===== src/rtl/trig_frame_gate.sv =====
// rtl/trig_frame_gate.sv - aligns trigger edges to whole-frame capture windows on vsync
module trig_frame_gate #(
  parameter int NUM_FRAMES  = 2,
  parameter int HOLDOFF_CYC = 1024,
  parameter bit VS_POL      = 1'b1,
  parameter int CNT_W       = 16
) (
  input  logic             clk,
  input  logic             rst,
  input  logic             enable,
  input  logic             trig_in,
  input  logic             vsync_in,
  output logic             capture_en,
  output logic             capture_start,
  output logic             busy,
  output logic [7:0]       frame_idx,
  output logic             trig_missed,
  output logic [CNT_W-1:0] missed_cnt
);

  localparam int HW = (HOLDOFF_CYC > 1) ? $clog2(HOLDOFF_CYC) : 1;
  localparam logic [HW-1:0] HOLD_LOAD = (HOLDOFF_CYC > 0) ? HW'(HOLDOFF_CYC - 1) : '0;
  localparam logic [7:0] LAST_IDX = 8'(NUM_FRAMES - 1);

  typedef enum logic [1:0] {IDLE, ARMED, CAPTURE, HOLDOFF} state_t;

  state_t           state_q, state_d;
  logic             trig_q, trig_d;
  logic             vs_q, vs_d;
  logic [HW-1:0]    hold_q, hold_d;
  logic             capture_en_q, capture_en_d;
  logic             capture_start_q, capture_start_d;
  logic             busy_q, busy_d;
  logic [7:0]       frame_idx_q, frame_idx_d;
  logic             trig_missed_q, trig_missed_d;
  logic [CNT_W-1:0] missed_cnt_q, missed_cnt_d;

  logic trig_rise;
  logic vs_start;

  assign trig_rise = trig_in & ~trig_q;
  assign vs_start  = (vsync_in == VS_POL) & (vs_q != VS_POL);

  always_comb begin
    state_d         = state_q;
    trig_d          = trig_in;
    vs_d            = vsync_in;
    hold_d          = hold_q;
    capture_en_d    = capture_en_q;
    capture_start_d = 1'b0;
    frame_idx_d     = frame_idx_q;
    trig_missed_d   = 1'b0;
    missed_cnt_d    = missed_cnt_q;

    // Any trigger edge arriving while a run is in flight is rejected and counted.
    if (trig_rise && (state_q != IDLE)) begin
      trig_missed_d = 1'b1;
      if (~&missed_cnt_q) begin
        missed_cnt_d = missed_cnt_q + CNT_W'(1);
      end
    end

    case (state_q)
      IDLE: begin
        if (trig_rise && enable) begin
          state_d = ARMED;
        end
      end
      ARMED: begin
        // Disarming wins over a coincident vsync so a disabled gate never opens.
        if (!enable) begin
          state_d = IDLE;
        end else if (vs_start) begin
          state_d         = CAPTURE;
          capture_en_d    = 1'b1;
          capture_start_d = 1'b1;
          frame_idx_d     = 8'd0;
        end
      end
      CAPTURE: begin
        if (vs_start) begin
          if (frame_idx_q < LAST_IDX) begin
            frame_idx_d = frame_idx_q + 8'd1;
          end else begin
            capture_en_d = 1'b0;
            frame_idx_d  = 8'd0;
            if (HOLDOFF_CYC == 0) begin
              state_d = IDLE;
            end else begin
              state_d = HOLDOFF;
              hold_d  = HOLD_LOAD;
            end
          end
        end
      end
      HOLDOFF: begin
        if (hold_q == '0) begin
          state_d = IDLE;
        end else begin
          hold_d = hold_q - HW'(1);
        end
      end
      default: begin
        state_d = IDLE;
      end
    endcase

    busy_d = (state_d != IDLE);
  end

  always_ff @(posedge clk or negedge rst) begin
    if (!rst) begin
      state_q         <= IDLE;
      trig_q          <= 1'b1;
      vs_q            <= VS_POL;
      hold_q          <= '0;
      capture_en_q    <= 1'b0;
      capture_start_q <= 1'b0;
      busy_q          <= 1'b0;
      frame_idx_q     <= 8'd0;
      trig_missed_q   <= 1'b0;
      missed_cnt_q    <= '0;
    end else begin
      state_q         <= state_d;
      trig_q          <= trig_d;
      vs_q            <= vs_d;
      hold_q          <= hold_d;
      capture_en_q    <= capture_en_d;
      capture_start_q <= capture_start_d;
      busy_q          <= busy_d;
      frame_idx_q     <= frame_idx_d;
      trig_missed_q   <= trig_missed_d;
      missed_cnt_q    <= missed_cnt_d;
    end
  end

  assign capture_en    = capture_en_q;
  assign capture_start = capture_start_q;
  assign busy          = busy_q;
  assign frame_idx     = frame_idx_q;
  assign trig_missed   = trig_missed_q;
  assign missed_cnt    = missed_cnt_q;

endmodule


===== config.mk =====
export PLATFORM = sky130hd
export DESIGN_NAME = trig_frame_gate
export DESIGN_NICKNAME = d
export VERILOG_FILES = /design/src/rtl/trig_frame_gate.sv
export SDC_FILE = /design/constraint.sdc
export NUM_CORES = 1
export LEC_CHECK = 0
export BUFFER_PORTS_ARGS = -buffer_cell sky130_fd_sc_hd__buf_4
export CAP_MARGIN = 0
export CORE_MARGIN = 2
export CORE_UTILIZATION = 40
export DETAILED_ROUTE_END_ITERATION = 7
export HOLD_SLACK_MARGIN = 0.12
export SYNTH_ARGS = -nofsm -noshare
export SYNTH_HDL_FRONTEND = slang
export SYNTH_SLANG_ARGS = --single-unit

===== constraint.sdc =====
create_clock -name clk -period 2.35 [get_ports clk]
set_clock_uncertainty 0.15 [all_clocks]
set_input_delay 0.1175 -clock clk [delete_from_list [all_inputs] [get_ports clk]]
set_output_delay 0.1175 -clock clk [all_outputs]
set_load 0.005 [all_outputs]

==> results by group <==
Pwr
  – Int Power: 1490 µW
  – Part of the total power dissipated in the clock network: 25.5%
  – Peak supply drop: 0.504 mV
  – Power per cell area: 876 nW/µm²
  – Comb power frac: 27.6%
  – Reported leakage power: 0.00113 µW
  – Sw power: 767 µW
  – Proportion of power drawn by flip-flops and latches: 47.0%
  – Sw frac: 33.9%

Synthesis
  – Top flip-flop cell by instance count after synthesis: dfrtp_1
  – Number of register bits inferred by synthesis: 42
  – Share of flip-flops with an asynchronous set or reset: 100%
  – Post-Synth Adder-Cell Area: 3.02%
  – Warnings, synthesis: 0
  – Xor/xnor share of the synthesized area: 4.65%
  – Post-Syn Area: 2070 µm²
  – Combinational family with the most area after synthesis: simple AND/OR/NAND/NOR gates
  – Number of enable-type register cells in the synthesized netlist: 0
  – Number of library cell types mapped by synthesis: 51
  – Synth Area in Compound Gates: 11.8%
  – Multiplexer share of the synthesized area: 2.60%
  – Seq/Total Area, Yosys: 50.9%
  – Average cell area after synthesis: 10.7 µm²
  – Basic-gate share of the synthesized area counting and, or, nand and nor cells: 25.6%
  – Syn Inst Count: 193
  – Number of nets in the synthesized netlist: 203

Die
  – Floorplan row count: 26
  – IO Count: 33
  – Floorplan core area: 5040 µm²
  – DIE WIDTH: 76.0 µm
  – Total die area: 5770 µm²
  – Initial Utilization: 41.1%
  – Height of the die: 76.0 µm

Worst setup path
  – Kind of cell adding the most delay to the critical path: simple AND/OR/NAND/NOR gates
  – FF-to-FF End: hold_q[7]
  – Critical setup path kind: flop to flop
  – Critical Path Fanout Max: 9
  – Delay contributed by the slowest stage of the critical path: 0.52 ns
  – Buffers and inverters on the worst path: 1
  – Critical Path Slowest Stage Cell: o41ai_4
  – Setup slack, reg-to-reg: 0.15 ns
  – Category of the worst setup path launch point: flop
  – Critical path required time: 2.37 ns
  – Cell-by-cell listing of the critical path: inv_1 -> ha_1 -> or4b_4 -> o41ai_4 -> or4_2 -> nand3_1
  – Worst Setup End Kind: flop
  – Arrival @ worst endpoint: 2.22 ns
  – Number of cell instances on the worst register-to-register path: 6
  – Reg2reg start: hold_q[0]

Place
  – Post-Place Cells: 299
  – Count of buffers inserted at the top-level ports: 32
  – HPWL after detailed placement: 3000 µm
  – Gp weighted congestion: 0.751

Detailed routing
  – DRT Pass-1 Iters: 4
  – ANT nets after route: 0
  – Post-detailed-routing wire length: 4360 µm
  – DRC marker count from the first detailed-route iteration: 90
  – DR vias/cell: 5.23
  – Final routed wire length divided by cell count: 14.0 µm
  – DRC violation count after routing: 0
  – Vias after detailed routing: 1625

Final layout
  – Area Growth Syn to Fin: 24.5%
  – # nets final: 250
  – Share of post-route cells with drive strength above 1: 24.9%
  – Fill cell instance count of the final layout: 466
  – Fin cells: 311
  – Diodes inserted: 0

Clock network
  – H-Tree Depth: 2
  – Post-CTS Resized: 0
  – Number of buffers on the longest clock path: 2
  – Number of hold buffers added after cts: 4
  – Clock transition at the register clock pins on the worst setup and hold paths after CTS: 0.08 ns
  – Total clock buffers created by CTS: 5
  – Post CTS Setup Buffer Count: 0
  – Clock latency at the later pin of the worst-skew pair: 0.29 ns
  – Sinks on Clock Net: 42
  – TritonCTS clock tree: yes
  – CTS root buffer: clkbuf_8

Timing
  – Top achievable clock speed: 455 MHz
  – Period utilisation layout: 93.5%
  – Fin. Hold Viols: 0
  – Worst-case hold slack: 0.191 ns
  – Worst slew pin tran: 0.732 ns
  – Minimum clock period: 2.20 ns
  – Max-slew violations: 0
  – Post-route setup TNS: 0 ns
  – Setup repair after global routing missed its margin: no
  – Worst max-slew margin expressed relative to the limit: 51.0%
  – Setup Viol. Count Final: 0

Worst hold path
  – Worst hold path type: input pin to async pin

Global route
  – Gr usage total: 15.8%
  – Gr ovfl total: 0
  – Pin count of the biggest net entering global routing: 43
  – Initial antenna violation count: 0
  – Wire length of the first global-routing pass: 7320 µm
  – Vias in the first global route: 1500

Job
  – Max cap viols: 0

Run status
  – Status: finished, final reports clean
-- synth_stat cells (3+ instances only) --
cell	count	area, µm²
a211oi_1	3	22.5
a21oi_1	8	40.0
a31oi_1	3	18.8
and4_1	3	26.3
dfrtp_1	40	1000
ha_1	5	62.6
inv_1	8	30.0
mux2_2	3	33.8
nand2_1	11	41.3
nand2b_1	4	25.0
nand3_1	9	45.0
nand4_1	9	56.3
nor2_1	15	56.3
nor3_1	7	35.0
nor4_1	5	31.3
o21ai_0	4	20.0
or3_1	3	18.8
xnor2_1	5	43.8
xor2_1	6	52.6
-- flip-flops by register name, indices dropped and copies added, names as in the netlist --
register and flops:
missed_cnt 16, hold_q 10, frame_idx 8, state_q 2
busy 1, capture_en 1, capture_start 1, trig_missed 1
trig_q 1, vs_q 1
-- layout by cell type, fill, tap and decap left out, drive strengths merged, types with 2 or more instances in the layout --
master	instances
nor2b	2
nor2	15
o21ai	5
a21oi	8
dlygate4sd3	4
o31ai	2
a31oi	3
or2	2
dfrtp	40
ha	5
a41oi	2
nand2b	4
nand4	9
mux2i	2
nor3	8
clkbuf	6
nand2	11
inv	8
xnor2	5
mux2	3
o22ai	2
nor4b	2
nand3	9
dfstp	2
or4	3
nor4	6
or3	5
xor2	6
buf	36
and3	2
and4	3
a211oi	3
and2	2
-- metrics by stage --
step	area (µm²)	util (%)	setup WS [ns]	power (µW)
6_report	2580	51.1	0.153	2260
5_1_grt	2580	51.1	0.0218	2420
4_1_cts	2580	51.1	0.149	2290
3_5_place_dp	2430	48.2	0.161	1700
3_3_place_gp	2430	48.2	0.225	1680
2_1_floorplan	2070	-	0.328	1420
-- power by group through the flow --
stage | clock [µW] | sequential (µW) | combinational [µW]
3_5_place_dp | 0 | 1070 | 624
3_3_place_gp | 0 | 1070 | 613
2_1_floorplan | 0 | 1030 | 387
6_report | 576 | 1060 | 623
4_1_cts | 597 | 1060 | 631
5_1_grt | 629 | 1090 | 700
-- routing by layer --
metal  vias to the layer above  GRT usage (%)  part of all wire (%)
met5                         -              0                     0
met1                       775           22.8                    51
met3                         2           4.64                   3.7
met2                        30           22.6                    45
li1                        818              -                     -
met4                         0           5.45                  0.48
-- how the worst max path moves through the flow --
stage | startpoint | to | cells past startpoint
4_1_cts | hold_q[0] | hold_q[4] | 6
5_1_grt | hold_q[0] | hold_q[4] | 6
3_3_place_gp | hold_q[0] | hold_q[7] | 6
2_1_floorplan | hold_q[0] | hold_q[7] | 6
3_5_place_dp | hold_q[0] | hold_q[4] | 6
6_report | hold_q[0] | hold_q[7] | 6
-- cell families after synthesis --
| group | after synthesis |
|---|---|
| simple gates | 88 |
| flops | 42 |
| compound gates | 34 |
| xor+xnor | 11 |
| buf+inv | 8 |
| mux | 5 |
| fa+ha+maj | 5 |
-- final cells by class --
| class | count | area (µm²) | area share [%] |
|---|---|---|---|
| Inverter | 8 | 30.0 | 1.16 |
| Clock buffer | 6 | 72.6 | 2.81 |
| Tap cell | 70 | 87.6 | 3.40 |
| Timing Repair Buffer | 40 | 310 | 12.0 |
| Multi-Input combinational cell | 143 | 987 | 38.3 |
| Clock inverter | 2 | 37.5 | 1.46 |
| Sequential cell | 42 | 1050 | 40.9 |
(Power assumes the default switching activity.)
